**src/rtl/data_mem_arbiter_if.sv**
```systemverilog
// Requester and memory-side signal bundle for the two-port data memory arbiter.
// The slave modport is the arbiter's view; the master modport is the requesters plus memory.
interface data_mem_arbiter_if #(
  parameter int DATA_WIDTH = 8,
  parameter int AW         = 6
);
  logic                  a_req;
  logic                  a_we;
  logic [AW-1:0]         a_addr;
  logic [DATA_WIDTH-1:0] a_wdata;
  logic                  a_gnt;
  logic                  a_rvalid;
  logic                  b_req;
  logic                  b_we;
  logic [AW-1:0]         b_addr;
  logic [DATA_WIDTH-1:0] b_wdata;
  logic                  b_gnt;
  logic                  b_rvalid;
  logic [DATA_WIDTH-1:0] rdata;
  logic                  mem_write;
  logic                  mem_read;
  logic [AW-1:0]         mem_write_addr;
  logic [AW-1:0]         mem_read_addr;
  logic [DATA_WIDTH-1:0] mem_write_data;
  logic [DATA_WIDTH-1:0] mem_read_data;
  logic                  busy;

  // Handshake: req is a level held until the one-cycle gnt pulse; the command
  // fields stay stable while req is high; rvalid pulses once and qualifies rdata.
  modport slave (
    input  a_req, a_we, a_addr, a_wdata, b_req, b_we, b_addr, b_wdata, mem_read_data,
    output a_gnt, a_rvalid, b_gnt, b_rvalid, rdata, mem_write, mem_read,
           mem_write_addr, mem_read_addr, mem_write_data, busy
  );

  modport master (
    output a_req, a_we, a_addr, a_wdata, b_req, b_we, b_addr, b_wdata, mem_read_data,
    input  a_gnt, a_rvalid, b_gnt, b_rvalid, rdata, mem_write, mem_read,
           mem_write_addr, mem_read_addr, mem_write_data, busy
  );
endinterface

```
**src/rtl/data_mem_arbiter.sv**
```systemverilog
// Round-robin arbiter giving two requesters single-command access to a memory
// with one-cycle registered read latency (IDLE -> ISSUE -> [WAIT] -> IDLE).
module data_mem_arbiter #(
  parameter  int DATA_WIDTH  = 8,
  parameter  int MEMORY_SIZE = 64,
  localparam int AW          = $clog2(MEMORY_SIZE)
) (
  input  logic                clk,
  input  logic                reset,
  data_mem_arbiter_if.slave   bus,
  output logic [1:0]          dbg_state_o
);

  typedef enum logic [1:0] {
    ST_IDLE  = 2'd0,
    ST_ISSUE = 2'd1,
    ST_WAIT  = 2'd2
  } state_t;

  state_t                state_q;
  logic                  last_b_q;
  logic                  win_b_q;
  logic                  we_q;
  logic [AW-1:0]         addr_q;
  logic [DATA_WIDTH-1:0] wdata_q;
  logic                  a_gnt_q;
  logic                  b_gnt_q;
  logic                  a_rvalid_q;
  logic                  b_rvalid_q;
  logic                  mem_write_q;
  logic                  mem_read_q;

  logic                  win_b_d;
  logic                  we_d;
  logic [AW-1:0]         addr_d;
  logic [DATA_WIDTH-1:0] wdata_d;

  // On a tie, the side not granted last wins; last_b_q resets to 1 so A wins first.
  always_comb begin
    win_b_d = 1'b0;
    if (bus.b_req && !bus.a_req) begin
      win_b_d = 1'b1;
    end else if (bus.a_req && bus.b_req) begin
      win_b_d = !last_b_q;
    end
    we_d    = win_b_d ? bus.b_we    : bus.a_we;
    addr_d  = win_b_d ? bus.b_addr  : bus.a_addr;
    wdata_d = win_b_d ? bus.b_wdata : bus.a_wdata;
  end

  always_ff @(posedge clk or posedge reset) begin
    if (reset) begin
      state_q     <= ST_IDLE;
      last_b_q    <= 1'b1;
      win_b_q     <= 1'b0;
      we_q        <= 1'b0;
      addr_q      <= '0;
      wdata_q     <= '0;
      a_gnt_q     <= 1'b0;
      b_gnt_q     <= 1'b0;
      a_rvalid_q  <= 1'b0;
      b_rvalid_q  <= 1'b0;
      mem_write_q <= 1'b0;
      mem_read_q  <= 1'b0;
    end else begin
      a_gnt_q     <= 1'b0;
      b_gnt_q     <= 1'b0;
      a_rvalid_q  <= 1'b0;
      b_rvalid_q  <= 1'b0;
      mem_write_q <= 1'b0;
      mem_read_q  <= 1'b0;
      case (state_q)
        ST_IDLE: begin
          if (bus.a_req || bus.b_req) begin
            win_b_q     <= win_b_d;
            last_b_q    <= win_b_d;
            we_q        <= we_d;
            addr_q      <= addr_d;
            wdata_q     <= wdata_d;
            a_gnt_q     <= !win_b_d;
            b_gnt_q     <= win_b_d;
            mem_write_q <= we_d;
            mem_read_q  <= !we_d;
            state_q     <= ST_ISSUE;
          end
        end
        ST_ISSUE: begin
          if (we_q) begin
            state_q <= ST_IDLE;
          end else begin
            a_rvalid_q <= !win_b_q;
            b_rvalid_q <= win_b_q;
            state_q    <= ST_WAIT;
          end
        end
        ST_WAIT: state_q <= ST_IDLE;
        default: state_q <= ST_IDLE;
      endcase
    end
  end

  assign bus.a_gnt          = a_gnt_q;
  assign bus.b_gnt          = b_gnt_q;
  assign bus.a_rvalid       = a_rvalid_q;
  assign bus.b_rvalid       = b_rvalid_q;
  assign bus.mem_write      = mem_write_q;
  assign bus.mem_read       = mem_read_q;
  assign bus.mem_write_addr = addr_q;
  assign bus.mem_read_addr  = addr_q;
  assign bus.mem_write_data = wdata_q;
  // Memory read data is only meaningful in WAIT; elsewhere rdata is held at zero.
  assign bus.rdata          = (state_q == ST_WAIT) ? bus.mem_read_data : '0;
  assign bus.busy           = (state_q != ST_IDLE);
  assign dbg_state_o        = state_q;

endmodule

```
**src/flat_wrapper.sv**
```systemverilog
// flat-port wrapper written by rule: the top's interface ports become plain ports
module data_mem_arbiter_flat 
#(
  parameter  int DATA_WIDTH  = 8,
  parameter  int MEMORY_SIZE = 64,
  localparam int AW          = $clog2(MEMORY_SIZE)
)
  (clk, reset, dbg_state_o, bus_a_req, bus_a_we, bus_a_addr, bus_a_wdata, bus_b_req, bus_b_we, bus_b_addr, bus_b_wdata, bus_mem_read_data, bus_a_gnt, bus_a_rvalid, bus_b_gnt, bus_b_rvalid, bus_rdata, bus_mem_write, bus_mem_read, bus_mem_write_addr, bus_mem_read_addr, bus_mem_write_data, bus_busy);
  data_mem_arbiter_if #(.DATA_WIDTH(DATA_WIDTH), .AW((6))) bus_i ();
  input  logic clk;
  input  logic reset;
  output logic [1:0] dbg_state_o;
  input wire logic [$bits(bus_i.a_req)-1:0] bus_a_req;
  input wire logic [$bits(bus_i.a_we)-1:0] bus_a_we;
  input wire logic [$bits(bus_i.a_addr)-1:0] bus_a_addr;
  input wire logic [$bits(bus_i.a_wdata)-1:0] bus_a_wdata;
  input wire logic [$bits(bus_i.b_req)-1:0] bus_b_req;
  input wire logic [$bits(bus_i.b_we)-1:0] bus_b_we;
  input wire logic [$bits(bus_i.b_addr)-1:0] bus_b_addr;
  input wire logic [$bits(bus_i.b_wdata)-1:0] bus_b_wdata;
  input wire logic [$bits(bus_i.mem_read_data)-1:0] bus_mem_read_data;
  output wire logic [$bits(bus_i.a_gnt)-1:0] bus_a_gnt;
  output wire logic [$bits(bus_i.a_rvalid)-1:0] bus_a_rvalid;
  output wire logic [$bits(bus_i.b_gnt)-1:0] bus_b_gnt;
  output wire logic [$bits(bus_i.b_rvalid)-1:0] bus_b_rvalid;
  output wire logic [$bits(bus_i.rdata)-1:0] bus_rdata;
  output wire logic [$bits(bus_i.mem_write)-1:0] bus_mem_write;
  output wire logic [$bits(bus_i.mem_read)-1:0] bus_mem_read;
  output wire logic [$bits(bus_i.mem_write_addr)-1:0] bus_mem_write_addr;
  output wire logic [$bits(bus_i.mem_read_addr)-1:0] bus_mem_read_addr;
  output wire logic [$bits(bus_i.mem_write_data)-1:0] bus_mem_write_data;
  output wire logic [$bits(bus_i.busy)-1:0] bus_busy;
  assign bus_i.a_req = bus_a_req;
  assign bus_i.a_we = bus_a_we;
  assign bus_i.a_addr = bus_a_addr;
  assign bus_i.a_wdata = bus_a_wdata;
  assign bus_i.b_req = bus_b_req;
  assign bus_i.b_we = bus_b_we;
  assign bus_i.b_addr = bus_b_addr;
  assign bus_i.b_wdata = bus_b_wdata;
  assign bus_i.mem_read_data = bus_mem_read_data;
  assign bus_a_gnt = bus_i.a_gnt;
  assign bus_a_rvalid = bus_i.a_rvalid;
  assign bus_b_gnt = bus_i.b_gnt;
  assign bus_b_rvalid = bus_i.b_rvalid;
  assign bus_rdata = bus_i.rdata;
  assign bus_mem_write = bus_i.mem_write;
  assign bus_mem_read = bus_i.mem_read;
  assign bus_mem_write_addr = bus_i.mem_write_addr;
  assign bus_mem_read_addr = bus_i.mem_read_addr;
  assign bus_mem_write_data = bus_i.mem_write_data;
  assign bus_busy = bus_i.busy;
  data_mem_arbiter #(.DATA_WIDTH(DATA_WIDTH), .MEMORY_SIZE(MEMORY_SIZE)) u_core (.clk(clk), .reset(reset), .bus(bus_i), .dbg_state_o(dbg_state_o));
endmodule
```
**config.mk**
```make
export PLATFORM = sky130hd
export DESIGN_NAME = data_mem_arbiter_flat
export DESIGN_NICKNAME = d
export VERILOG_FILES = /design/src/rtl/data_mem_arbiter_if.sv /design/src/rtl/data_mem_arbiter.sv /design/src/flat_wrapper.sv
export SDC_FILE = /design/constraint.sdc
export NUM_CORES = 1
export LEC_CHECK = 0
export CORE_MARGIN = 2
export CORE_UTILIZATION = 38
export CTS_CLUSTER_SIZE = 14
export DETAILED_ROUTE_END_ITERATION = 10
export HOLD_SLACK_MARGIN = 0.03
export PLACE_DENSITY = 0.94
export SYNTH_ARGS = -nofsm -noshare
export SYNTH_HDL_FRONTEND = slang
export SYNTH_SLANG_ARGS = --single-unit
```
**constraint.sdc**
```tcl
create_clock -name clk -period 3.7 [get_ports clk]
set_clock_uncertainty 0.2 [all_clocks]
set_input_delay 0.37 -clock clk [delete_from_list [all_inputs] [get_ports clk]]
set_output_delay 0.37 -clock clk [all_outputs]
set_load 0.02 [all_outputs]
```
; ---- After elaboration in Yosys (flattened, before gate mapping)
; Cells that the tools add are included.
[word_totals]
register_bits = 25
out_inout_bits = 37
input_bits = 42
wordCells = 47
[classes]
reduce_logical = 11
n_eq_ne = 3
mux = 21
[ops]
columns = op, count
row1 = 8-bit two-way mux, 2
row2 = 1-bit two-way mux, 15
row3 = 6-bit two-way mux, 1
row4 = 1-bit logical NOT, 5
row5 = 2-bit two-way mux, 2
row6 = 2-bit one-hot mux with 2 select lines, 1
row7 = "2-bit by 1-bit == test with 1-bit output, second input constant", 1
row8 = "2-bit == test, second input constant", 1
row9 = 1-bit logical AND, 2
row10 = 2-bit logical NOT, 1
row11 = "2-bit by 1-bit != test with 1-bit output, second input constant", 1
row12 = 2-bit AND reduction, 1
row13 = 2-bit nonzero test, 1
row14 = 1-bit logical OR, 1

; ---- Logic depth before layout (Yosys ltp)
; Gate-level depths: netlist of run 1.
[depth]
word_depth = 7
mapped_depth = 6
depth_no_buf = 4

; ---- Worst setup path before layout of run 1
; Ideal clock, no wire load.
[synth_timing]
path_kind = flip-flop to output port
startpoint = register u_core.state_q[1] (netlist: u_core.dbg_state_o[1])
endpoint = output port bus_rdata[0]
stages_incl_launch_ff = 3
path_buffers = 0
t_required_ns = 3.130
arrival_time_ns = 1.083
slack_ns = 2.047
cell_sequence = dfrtp_1 nor2b_1 and2_1
[synth_via]
elab_chain_cells = 2
[synth_lines]
columns = element, line
row1 = from (decl), data_mem_arbiter.sv:20  ; state_t state_q;
row2 = from (signal assigned), data_mem_arbiter.sv:53  ; state_q <= ST_IDLE;
row3 = from (signal assigned), data_mem_arbiter.sv:84  ; state_q <= ST_ISSUE;
row4 = from (signal assigned), data_mem_arbiter.sv:89  ; state_q <= ST_IDLE;
row5 = 2-bit == test, data_mem_arbiter.sv:112  ; assign bus.rdata = (state_q == ST_WAIT) ? bus.mem_read_data : '0;
row6 = 8-bit two-way mux, data_mem_arbiter.sv:112
row7 = to (decl), flat_wrapper.sv:26  ; output wire logic [$bits(bus_i.rdata)-1:0] bus_rdata;
; Every way passes these cells.

; ---- Worst setup path after layout of run 1
[layout_timing]
startpoint = register u_core.state_q[1] (netlist: u_core.dbg_state_o[1])
endpoint = output port bus_rdata[2]
; The elaborated chain is that of the path after synthesis.

==> impl_metrics.ini, run 1 <==
[finish]
synthToLayoutAreaGrowth_pct = 63.2
num-nets-final = 236
antennaDiodeCount = 0
drive_above_1_share_pct = 4.66
fillerInstances = 248

[sta]
finalSetupTns_ns = 0
rsz0062_at_grt = false
finalHoldViolations = 0
period_needed_ns = 2.46
report.final.slew_viol_count = 0
fin_crit_sh_pct = 66.6
worstMarginPinSlew_ns = 0.912
clock.fmax_mhz = 406
setup_viol = 0
relSlewSlack_pct = 39.1
fin_ws_ns = 1.24

[placement]
port_buffers = 78
dp_slack_ns = 1.48
gp_congestion = 0.743
hpwl_um = 2290

[floorplan]
start_util_pct = 39.5
rows = 20
die_y_um = 59.9
fp.dieW_um = 59.9
die_area_sq_um = 3580
pin_count = 79
core_area_sq_um = 3000

[logic_synthesis]
synth_top_area_cell = dfrtp_1
avgSynthCellArea_sq_um = 9.57
ys_seq_elements = 25
synth_cell_type_count = 22
synth.cell_area_sq_um = 1190
synth.area.top_cells = dfrtp_1, nand2_1, a31oi_1, a21oi_1, and2_1
synth_top_area_share_pct = 50.6
ys_warn_count = 0
synth_cells = 124
syn_nets = 166
ys_seq_area_share_pct = 52.8

[clock_network]
cts_max_path_buffers = 2
cts_resized = 0
cts_tree = done
numCtsBuffers = 3
insertion_delay_ns = 0.30
postCtsHoldBufs = 0
post_cts_buffers = 0
htree_levels = 1
clock-sinks = 25
clk_pin_slew_ns = 0.13
root_buffer = clkbuf_4

[grt]
grt_pass1_vias = 1167
grt_util_all_layers_pct = 19.4
antenna_found_initial = 0
grt_pass1_wl_um = 5190
grt_max_degree = 26
grt_remaining_overflow = 0

[route]
drt_first_pass_iters = 4
drt_wl_total_um = 3050
vias = 1145
drt-initial-drc-count = 22
post_drt_wl_per_cell_um = 13.5
m1WireLength_um = 1170
routed-wl-met2_um = 1550
wl_met3_um = 303
routed_via_density = 5.07
drtAntennaViolNets = 0
route.top_layer_used = met4
post-route-drc-count = 0

[setup_path]
path_class = reg2out
arrival_ns = 1.89
r2r_slack_ns = 2.05
start_kind = flop
crit_required_ns = 3.13
end_kind = output port
cp_max_fo = 8

[power_and_ir_drop]
cellPowerDensity_nw_per_um2 = 762
power_mw = 1.47
leakagePower_nw = 0.811
max-vdd-ir-drop_uv = 341

[run]
maxCapViolations = 0

[status]
status = finished clean

[hold_path]
worstHoldPathType = reg2reg
## through the flow
step | cells | hold slack (ns) | util (%) | cell area (sq um)
after floorplan | 124 | 0.197 | - | 1190
after global placement | 222 | 0.234 | 63.6 | 1910
after detailed placement | 222 | 0.246 | 63.6 | 1910
after CTS | 226 | 0.262 | 64.5 | 1940
after global routing | 226 | 0.288 | 64.5 | 1940
final | 226 | 0.261 | 64.5 | 1940
## sequential cells by signal, indices dropped and copies added (netlist names)
signal and flops:
u_core.win_b_q 1, u_core.bus.a_gnt 1, u_core.we_q 1, u_core.bus.b_gnt 1, u_core.bus.mem_write 1, u_core.bus.b_rvalid 1
u_core.dbg_state_o 2, u_core.bus.mem_read 1, u_core.bus.mem_write_data 8, u_core.bus.a_rvalid 1, u_core.last_b_q 1, u_core.bus.mem_read_addr 6
## cell type report
class | instances | area, sq um | area share (%)
Timing Repair Buffer | 78 | 781 | 40.3
Sequential cell | 25 | 627 | 32.4
Multi-Input combinational cell | 83 | 447 | 23.1
Tap cell | 33 | 41.3 | 2.13
Clock buffer | 4 | 26.3 | 1.36
Inverter | 3 | 13.8 | 0.711
## synth_stat cells
| master | instances |
|---|---|
| mux2i_1 | 1 |
| nor2_1 | 2 |
| nor3_1 | 1 |
| and2_1 | 10 |
| buf_6 | 3 |
| a31oi_1 | 15 |
| nor2_4 | 1 |
| buf_2 | 4 |
| dfstp_2 | 1 |
| inv_4 | 1 |
| a21o_1 | 1 |
| or2_1 | 1 |
| nor3b_1 | 1 |
| a21boi_2 | 1 |
| inv_1 | 2 |
| nand2_1 | 28 |
| dfrtp_1 | 24 |
| nand2_4 | 1 |
| a21oi_1 | 17 |
| nor2b_1 | 2 |
| a21bo_2 | 1 |
| buf_4 | 6 |
## power by group
group          internal (mW)  switching [mW]  total [mW]  leakage, nW
combinational          0.411           0.462       0.873        0.500
clock                 0.0420          0.0745       0.116       0.0150
sequential             0.402          0.0832       0.485        0.296
total                  0.855           0.620        1.47        0.811
## metal layers
metal | vias up | GRT usage (%)
li1 | 553 | -
met1 | 533 | 21.5
met2 | 57 | 35.7
met3 | 2 | 5.19
met4 | 0 | 5.71
met5 | - | 0
## layout by cell type (no fill, tap or decap)
cell type / Yosys / final
nand2_4: 1 / 1
nor2_4: 1 / 1
a21o_1: 1 / 1
a21boi_2: 1 / 1
nand2_1: 28 / 28
nor3_1: 1 / 1
nor2b_1: 2 / 2
a21bo_2: 1 / 1
clkbuf_4: 0 / 3
clkdlybuf4s50_1: 0 / 78
inv_4: 1 / 1
clkbuf_1: 0 / 1
nor3b_1: 1 / 1
a21oi_1: 17 / 17
a31oi_1: 15 / 15
inv_1: 2 / 2
mux2i_1: 1 / 1
dfrtp_1: 24 / 24
or2_1: 1 / 1
nor2_1: 2 / 2
and2_1: 10 / 10
dfstp_2: 1 / 1
## logic make-up after synthesis
family | after synthesis | share of synthesized area, %
AOI/OAI and AO/OA | 35 | 17.5
muxes | 1 | 0.844
buffers and inverters | 16 | 9.49
DFF | 25 | 52.8
and+or+nand+nor | 47 | 19.3
## critical path: stages, from the launching register on
cell and delay [ns]:
dfrtp_1 0.46, nor2b_1 0.33, and2_1 0.19, clkdlybuf4s50_1 0.60
## final timing paths
check / cells past startpoint / end / start
worst min-delay path: 1 / u_core.bus.a_rvalid / u_core.win_b_q
min in group asynchronous: 2 / u_core.bus.mem_read / reset
worst max register to register: 3 / u_core.bus.mem_read / u_core.last_b_q
worst min register to register: 1 / u_core.bus.a_rvalid / u_core.win_b_q
worst max-delay path: 3 / bus_rdata[2] / u_core.dbg_state_o[1]
max in group asynchronous: 2 / u_core.bus.mem_write_data[3] / reset
Note: power is estimated with default switching activity, not from simulation.
==> inputs of run 2 (changes only) <==
CORE_UTILIZATION = 35   (was 38)
PLACE_DENSITY = 0.88   (was 0.94)
clock period = 2.3 ns   (was 3.7 ns; I/O delays follow)
==> run 2 against run 1 <==
Clock-buffer cell count fell by 1. Power rose by 64%. Cell count rose by 8.4%. Worst setup slack got worse by 1.1 ns.
==> impl_metrics.ini, run 2 (synthesis gave the netlist of run 1 again) <==
[route]
post-route-drc-count = 0
routed_via_density = 4.65
post_drt_wl_per_cell_um = 12.4
vias = 1140
drt-initial-drc-count = 19
drtAntennaViolNets = 0
drt_wl_total_um = 3030
drt_first_pass_iters = 4

[setup_path]
crit_family = buffers and inverters
cp_max_fo = 8
crit_required_ns = 1.87
crit_buf_inv = 1
end_kind = output port
crit_slowest_cell = clkdlybuf4s50_1
r2r_slack_ns = 0.69
path_class = reg2out
start_kind = flop
reg2reg_depth = 3
arrival_ns = 1.74
path_cells = nor2b_4, and2_1, clkdlybuf4s50_1
r2r-start = u_core.last_b_q
r2r-end = u_core.bus.mem_read
cp_slowest_stage_delay_ns = 0.61

[floorplan]
die_area_sq_um = 3870
fp.dieW_um = 62.2
rows = 21
start_util_pct = 36.1
pin_count = 79
die_y_um = 62.2
core_area_sq_um = 3280

[finish]
largest_reg_flops = 8
layout_common_cells = clkdlybuf4s50_1, nand2_1, dfrtp_1
num-nets-final = 242
drive_above_1_share_pct = 9.05
synthToLayoutAreaGrowth_pct = 69.7
antennaDiodeCount = 0
final_common_cell = clkdlybuf4s50_1
post-route-util_pct = 61.3
fillerInstances = 290

[power_and_ir_drop]
cellPowerDensity_nw_per_um2 = 1200
leakagePower_nw = 0.837
max-vdd-ir-drop_uv = 617

[sta]
clock.fmax_mhz = 460
report.final.slew_viol_count = 0
rsz0062_at_grt = false
finalHoldViolations = 0
period_needed_ns = 2.17
worstMarginPinSlew_ns = 0.459
finalSetupTns_ns = 0
fin_crit_sh_pct = 94.6
relSlewSlack_pct = 69.3
setup_viol = 0

[clock_network]
numCtsBuffers = 3
htree_levels = 1
cts_tree = done
root_buffer = clkbuf_4
insertion_delay_ns = 0.32
cts_max_path_buffers = 2
clock-sinks = 25
clk_pin_slew_ns = 0.15
post_cts_buffers = 0

[grt]
grt_util_all_layers_pct = 16.7
grt_pass1_vias = 1156
grt_max_degree = 19
grt_remaining_overflow = 0
grt_pass1_wl_um = 5180
antenna_found_initial = 0

[placement]
gp_congestion = 0.701
hpwl_um = 2350
port_buffers = 78

[status]
status = finished clean

[hold_path]
worstHoldPathType = in2reg
whs_endpoint = u_core.bus.mem_write_data[0]
hp-start = bus_a_wdata[0]
hold_depth = 3

[run]
maxCapViolations = 0
run 2: cell types whose count changed in the layout (fill, tap and decap cells not counted), sizes merged:
| cell | before | now |
|---|---|---|
| buf | 0 | 5 |
| clkinvlp | 0 | 1 |
| dlygate4sd3 | 0 | 1 |
| clkbuf | 4 | 3 |
run 2: per-layer routing:
layer	track usage [%]	part of all wire [%]	vias up
li1	-	-	564
met1	18.4	38	520
met2	30.6	51	54
met3	5.98	11	2
met4	4.17	0.33	0
met5	0	0	-
run 2: timing repair:
item,4_1_cts,5_1_grt
hold endpoints to repair,10,0
setup endpoints to repair,8,8
gates resized for setup,2,2
hold buffers,1,0
gates cloned,0,0
run 2: layout make-up:
class                      instances  area, sq um  share of cell area (%)
timing repair buffer              84          828                    41.1
sequential                        25          629                    31.3
multi-input combinational         83          454                    22.6
tap                               46         57.6                    2.86
clock buffer                       3         22.5                    1.12
inverter                           3         13.8                   0.684
clock inverter                     1         7.51                   0.373
run 2: per-stage QoR:
step	hold slack, ns	power [mW]	setup WS (ns)	instances	instance area (sq um)
2_1_floorplan	0.0566	1.62	0.787	124	1190
3_3_place_gp	0.232	2.20	0.355	240	1960
3_5_place_dp	0.233	2.23	0.267	240	1960
4_1_cts	0.241	2.45	0.0605	245	2010
5_1_grt	0.228	2.59	0.0133	245	2010
6_report	0.245	2.42	0.125	245	2010
run 2: worst min-delay path: stages:
cell and delay (ns):
clkdlybuf4s50_1 0.39, nand2_1 0.05, a31oi_1 0.07
run 2: report_power, final:
part	internal [mW]	switching, mW	total (mW)
Combinational	0.693	0.748	1.44
Sequential	0.649	0.133	0.782
Clock	0.0663	0.134	0.200
Total	1.41	1.02	2.42
run 2: worst max path at each step:
stage	depth (start not counted)	end	startpoint	slack (ns)
finish	3	bus_rdata[5]	u_core.dbg_state_o[0]	0.13
global route	3	bus_rdata[5]	u_core.dbg_state_o[0]	0.01
CTS	3	bus_rdata[3]	u_core.dbg_state_o[1]	0.06
detailed placement	3	bus_rdata[3]	u_core.dbg_state_o[1]	0.27
global placement	3	bus_rdata[4]	u_core.dbg_state_o[1]	0.36
floorplan	2	bus_rdata[0]	u_core.dbg_state_o[1]	0.79
